==> src/rtl/aes_pkg.sv <==
// Shared AES-128 key schedule definitions:
// widths, round count, Rcon, S-box and FSM states.
package aes_pkg;

  localparam int NUM_ROUNDS = 10;
  localparam int KEY_W      = 128;

  typedef enum logic {
    IDLE   = 1'b0,
    EXPAND = 1'b1
  } ks_state_e;

  localparam logic [7:0] RCON [0:9] = '{
    8'h01, 8'h02, 8'h04, 8'h08, 8'h10,
    8'h20, 8'h40, 8'h80, 8'h1b, 8'h36
  };

  // Entry 0 sits in the top byte.
  localparam logic [2047:0] SBOX = {
    128'h637c777bf26b6fc53001672bfed7ab76,
    128'hca82c97dfa5947f0add4a2af9ca472c0,
    128'hb7fd9326363ff7cc34a5e5f171d83115,
    128'h04c723c31896059a071280e2eb27b275,
    128'h09832c1a1b6e5aa0523bd6b329e32f84,
    128'h53d100ed20fcb15b6acbbe394a4c58cf,
    128'hd0efaafb434d338545f9027f503c9fa8,
    128'h51a3408f929d38f5bcb6da2110fff3d2,
    128'hcd0c13ec5f974417c4a77e3d645d1973,
    128'h60814fdc222a908846eeb814de5e0bdb,
    128'he0323a0a4906245cc2d3ac629195e479,
    128'he7c8376d8dd54ea96c56f4ea657aae08,
    128'hba78252e1ca6b4c6e8dd741f4bbd8b8a,
    128'h703eb5664803f60e613557b986c11d9e,
    128'he1f8981169d98e949b1e87e9ce5528df,
    128'h8ca1890dbfe6426841992d0fb054bb16
  };

  function automatic logic [7:0] sbox(input logic [7:0] x);
    return SBOX[8*(255 - int'(x)) +: 8];
  endfunction

  function automatic logic [31:0] sub_word(input logic [31:0] w);
    return {sbox(w[31:24]), sbox(w[23:16]),
            sbox(w[15:8]),  sbox(w[7:0])};
  endfunction

  // Rounds past the table contribute no constant.
  function automatic logic [7:0] rcon_of(input logic [3:0] r);
    logic [7:0] v;
    v = 8'h00;
    if (r <= 4'd9) v = RCON[r];
    return v;
  endfunction

endpackage

==> src/rtl/key_expansion.sv <==
// One AES-128 key schedule round: derives the
// next round key from the current one.
module key_expansion
  import aes_pkg::*;
(
  input  logic [3:0]       num_round,
  input  logic [KEY_W-1:0] input_key,
  output logic [KEY_W-1:0] output_key
);

  logic [31:0] w0, w1, w2, w3;
  logic [31:0] t;
  logic [31:0] n0, n1, n2, n3;

  // RotWord/SubWord/Rcon on word 3, then chained XOR.
  always_comb begin
    w0 = input_key[127:96];
    w1 = input_key[95:64];
    w2 = input_key[63:32];
    w3 = input_key[31:0];
    t  = sub_word({w3[23:0], w3[31:24]})
       ^ {rcon_of(num_round), 24'h0};
    n0 = w0 ^ t;
    n1 = w1 ^ n0;
    n2 = w2 ^ n1;
    n3 = w3 ^ n2;
    output_key = {n0, n1, n2, n3};
  end

endmodule

==> src/rtl/key_schedule_ctrl.sv <==
// Iterative AES-128 key expansion controller with
// a register file of round keys read combinationally.
module key_schedule_ctrl #(
  parameter int NUM_ROUNDS = aes_pkg::NUM_ROUNDS
) (
  input  logic         clk,
  input  logic         rst,
  input  logic         start,
  input  logic [127:0] key_in,
  output logic         busy,
  output logic         done,
  output logic         keys_valid,
  input  logic [3:0]   rd_addr,
  output logic [127:0] rd_key
);

  import aes_pkg::*;

  localparam logic [3:0] LAST_RND  = 4'(NUM_ROUNDS - 1);
  localparam logic [3:0] LAST_SLOT = 4'(NUM_ROUNDS);

  ks_state_e    state_q, state_d;
  logic [3:0]   rnd_q, rnd_d;
  logic         done_q, done_d;
  logic         kv_q, kv_d;
  logic [127:0] slot_q [NUM_ROUNDS+1];
  logic [127:0] slot_d [NUM_ROUNDS+1];
  logic [127:0] next_key;

  key_expansion u_kexp (
    .num_round  (rnd_q),
    .input_key  (slot_q[rnd_q]),
    .output_key (next_key)
  );

  // Next state: capture key in IDLE, one round per cycle in EXPAND.
  always_comb begin
    state_d = state_q;
    rnd_d   = rnd_q;
    done_d  = 1'b0;
    kv_d    = kv_q;
    slot_d  = slot_q;
    unique case (state_q)
      IDLE: begin
        if (start) begin
          slot_d[0] = key_in;
          rnd_d     = 4'd0;
          kv_d      = 1'b0;
          state_d   = EXPAND;
        end
      end
      EXPAND: begin
        slot_d[rnd_q + 4'd1] = next_key;
        rnd_d = rnd_q + 4'd1;
        if (rnd_q == LAST_RND) begin
          state_d = IDLE;
          rnd_d   = 4'd0;
          done_d  = 1'b1;
          kv_d    = 1'b1;
        end
      end
    endcase
  end

  // State and slot registers; reset clears everything.
  always_ff @(posedge clk or posedge rst) begin
    if (rst) begin
      state_q <= IDLE;
      rnd_q   <= 4'd0;
      done_q  <= 1'b0;
      kv_q    <= 1'b0;
      for (int i = 0; i <= NUM_ROUNDS; i++) slot_q[i] <= '0;
    end else begin
      state_q <= state_d;
      rnd_q   <= rnd_d;
      done_q  <= done_d;
      kv_q    <= kv_d;
      slot_q  <= slot_d;
    end
  end

  assign busy       = (state_q == EXPAND);
  assign done       = done_q;
  assign keys_valid = kv_q;

  // Combinational slot read; out-of-range addresses read zero.
  always_comb begin
    rd_key = '0;
    if (rd_addr <= LAST_SLOT) rd_key = slot_q[rd_addr];
  end

endmodule

==> config.mk <==
export PLATFORM = sky130hd
export DESIGN_NAME = key_schedule_ctrl
export DESIGN_NICKNAME = d
export VERILOG_FILES = /design/src/rtl/aes_pkg.sv /design/src/rtl/key_expansion.sv /design/src/rtl/key_schedule_ctrl.sv
export SDC_FILE = /design/constraint.sdc
export NUM_CORES = 2
export LEC_CHECK = 0
export ABC_CLOCK_PERIOD_IN_PS = 96700
export CELL_PAD_IN_SITES_DETAIL_PLACEMENT = 0
export CELL_PAD_IN_SITES_GLOBAL_PLACEMENT = 1
export CORE_MARGIN = 1.5
export CORE_UTILIZATION = 25
export CTS_CLUSTER_SIZE = 24
export DETAILED_ROUTE_END_ITERATION = 7
export PLACE_DENSITY_LB_ADDON = 0.1
export SYNTH_ARGS = -nofsm -noshare
export SYNTH_HDL_FRONTEND = slang
export SYNTH_SLANG_ARGS = --single-unit
==> constraint.sdc <==
create_clock -name clk -period 96.7 [get_ports clk]
set_input_delay 19.34 -clock clk [delete_from_list [all_inputs] [get_ports clk]]
set_output_delay 19.34 -clock clk [all_outputs]
set_load 0.01 [all_outputs]
==> run_results.csv <==
group,metric,value,unit
clock_tree,cts-buffers-inserted,189,
synth,async_flop_share,1.000,
layout,fin_util,0.2894,
layout,fillerInstances,37640,
clock_tree,postCtsSetupBuffers,0,
worst_setup_path,r2r_slack,87.64,ns
drt,dr.pass1.iters,7,
global_route,grt_pass1_vias,79100,
drt,via_count,80160,
sta,slew_headroom,0.06808,
global_route,grt_max_degree,154,
worst_setup_path,r2r-end,"slot_q[1311]",
sta,period_share,0.4547,
sta,tns,0,ns
synth,ys.warnings.count,0,
clock_tree,cts.clk_slew.worst_paths,0.06,ns
synth,yosys-top-cells-area,"dfrtp_1, mux4_2, o21ai_0, nand2_1, mux2i_1",
hold_path,min_path_type,"flip-flop to flip-flop",
synth,synthFlopType,"dfrtp_1",
die,pin_count,266,
worst_setup_path,rr_worst_depth,19,
layout,num-nets-final,9634,
synth,postSynthAreaPerCell,9.272,um2
worst_setup_path,setup.worst_path.end_class,"primary output",
drt,via_per_inst,5.590,
clock_tree,htree_num_levels,4,
sta,finalWorstSetupSlack,52.73,ns
die,die_w,601.8,um
synth,syn_inst,9667,
die,die_area,362100,um2
place,post-place-ws,52.54,ns
layout,area_growth,15.02,%
place,place_area,97080,um2
synth,synth.largest_area_cell,"dfrtp_1",
worst_setup_path,crit_type,"input port to primary output",
worst_setup_path,cp_max_fo,43,
hold_path,min_path_cells,2,
synth,syn_area,89630,um2
worst_setup_path,cp.arrival,24.63,ns
die,start_util,0.2516,
die,core,356200,um2
global_route,grt_pass1_wl,653500,um
sta,fin_crit,43.97,ns
hold_path,hp-start,"slot_q[997]",
drt,ant_nets,0,
clock_tree,tritoncts,"built",
drt,drtIter0Drc,7417,
clock_tree,cts-root-buf,"clkbuf_16",
die,placementRows,219,
hold_path,hold_path_end,"slot_q[997]",
sta,worstMarginPinSlew,1.390,ns
synth,yosysTopAreaCellShare,0.3950,
clock_tree,cts_resized,0,
synth,ys_seq_elements,1415,
place,hpwlAfterDp,293600,um
global_route,antenna_found_initial,18,
worst_setup_path,r2r_start,"rnd_q[1]",
sta,hold_viol,0,
clock_tree,clock_sinks,1415,
sta,rsz0062_at_grt,"false",
clock_tree,clkLatencyLatePin,0.93,ns
die,die_h,601.8,um
drt,wl,466100,um
flow_run,maxCapViolCount,0,
layout,final_common_cell,"nand2_1",
synth,ys_types,116,
sta,max_freq,0.02274,GHz
worst_setup_path,startpoint_type,"input port",
sta,finalClockSkew,0.08509,ns
status,status,"finished clean",
clock_tree,cts_buffer_depth,4,
layout,fin_area,103100,um2
sta,setup_viol_count_final,0,
place,gp_congestion,0.9401,
synth,synthesis.nets,9857,
global_route,grt_usage,0.2506,
synth,ys_seq_area_frac,0.3950,
clock_tree,cts_hold_buffers,0,
layout,drive_gt1_frac,0.1382,
place,io_buffers,265,
sta,drv_slew,0,
drt,wl_per_cell,32.50,um
worst_setup_path,cp.required,77.36,ns
drt,route.detailed.drc,0,
layout,final_cell_mix,"nand2_1, o21ai_0, dfrtp_1, nor2_1, mux2i_1",
synth,synth-edff-count,0,
global_route,grt_overflow,0,
## registers in the layout (all words and copies together), names as in the netlist
register / cells
slot_q: 1408
rnd_q: 4
done: 1
keys_valid: 1
busy: 1
## metal layers
| metal | up-vias | global-route usage | routed length, um |
|---|---|---|---|
| li1 | 35120 | - | - |
| met1 | 41560 | 0.3380 | 206000 |
| met2 | 2837 | 0.4031 | 214400 |
| met3 | 645 | 0.04100 | 26670 |
| met4 | 4 | 0.09133 | 19020 |
| met5 | - | 0 | 27 |
## layout make-up
class | instances | area, um2 | share of cell area
diodes | 11 | 27.53 | 0.0002670
clock buffers | 288 | 5684 | 0.05514
clock inverters | 38 | 305.3 | 0.002961
inverters | 58 | 229.0 | 0.002221
multi-input cells | 7175 | 50060 | 0.4855
flip-flops and latches | 1415 | 35420 | 0.3436
well taps | 4751 | 5944 | 0.05766
repair buffers | 605 | 5424 | 0.05261
## kinds of logic after synthesis
| logic type | synth area share |
|---|---|
| AO/OA/AOI/OAI | 0.2205 |
| AND/OR/NAND/NOR | 0.1220 |
| flip-flops | 0.3950 |
| buffers and inverters | 0.05398 |
| multiplexers | 0.1812 |
| XOR/XNOR | 0.01965 |
| adder cells (fa/ha/maj) | 0.007677 |
## worst max-delay path by stage
| stage | startpoint | end | slack (ns) |
|---|---|---|---|
| 2_1_floorplan | rst | busy | 37.46 |
| 3_5_place_dp | rd_addr[0] | rd_key[30] | 52.54 |
| 6_report | rd_addr[0] | rd_key[30] | 52.73 |
| 3_3_place_gp | rd_addr[0] | rd_key[30] | 52.60 |
| 4_1_cts | rd_addr[0] | rd_key[30] | 52.53 |
| 5_1_grt | rd_addr[0] | rd_key[30] | 52.49 |
## worst max-delay path: stages
cell,delay (ns)
buf_8,0.30
buf_4,0.67
buf_4,0.76
buf_4,0.77
buf_4,0.77
mux4_2,0.36
mux2i_1,0.08
o22ai_1,0.54
clkdlybuf4s50_1,0.66
## synthesized netlist by cell type (16+ instances only)
cell,number
a211oi_1,85
buf_2,161
mux2i_1,507
and2_1,21
o21ai_0,1566
o211ai_1,162
nor2_1,513
xor2_1,61
mux4_2,485
a311o_1,19
dfrtp_1,1415
nor4_1,16
o21ai_1,111
a22oi_1,134
o22ai_1,166
a221oi_1,65
nand2_1,1739
inv_1,44
buf_1,81
a21oi_1,424
a32oi_1,21
buf_6,33
nor2b_1,19
xnor2_1,109
nand3_1,114
nand2b_1,23
a2111oi_0,20
or3_1,19
nand4_1,22
o221ai_1,49
clkbuf_1,667
a32o_1,16
and3_1,24
o31ai_1,24
a31oi_1,79
ha_1,55
buf_4,71
o311ai_0,32
a21o_1,18
a311oi_1,50
o311a_1,20
nor3_1,85
mux2_2,18
## metrics by stage
| step | hold slack, ns | std cells |
|---|---|---|
| 5_1_grt | 0.5146 | 14330 |
| 3_5_place_dp | 0.4844 | 14000 |
| 3_3_place_gp | 0.4735 | 14000 |
| 4_1_cts | 0.4985 | 14330 |
| 2_1_floorplan | 0.4570 | 9667 |
| 6_report | 0.4949 | 14340 |
Power is left out: the tool's default activity adds up to more than one toggle a clock period on the data nets, which glitch-free logic cannot reach.
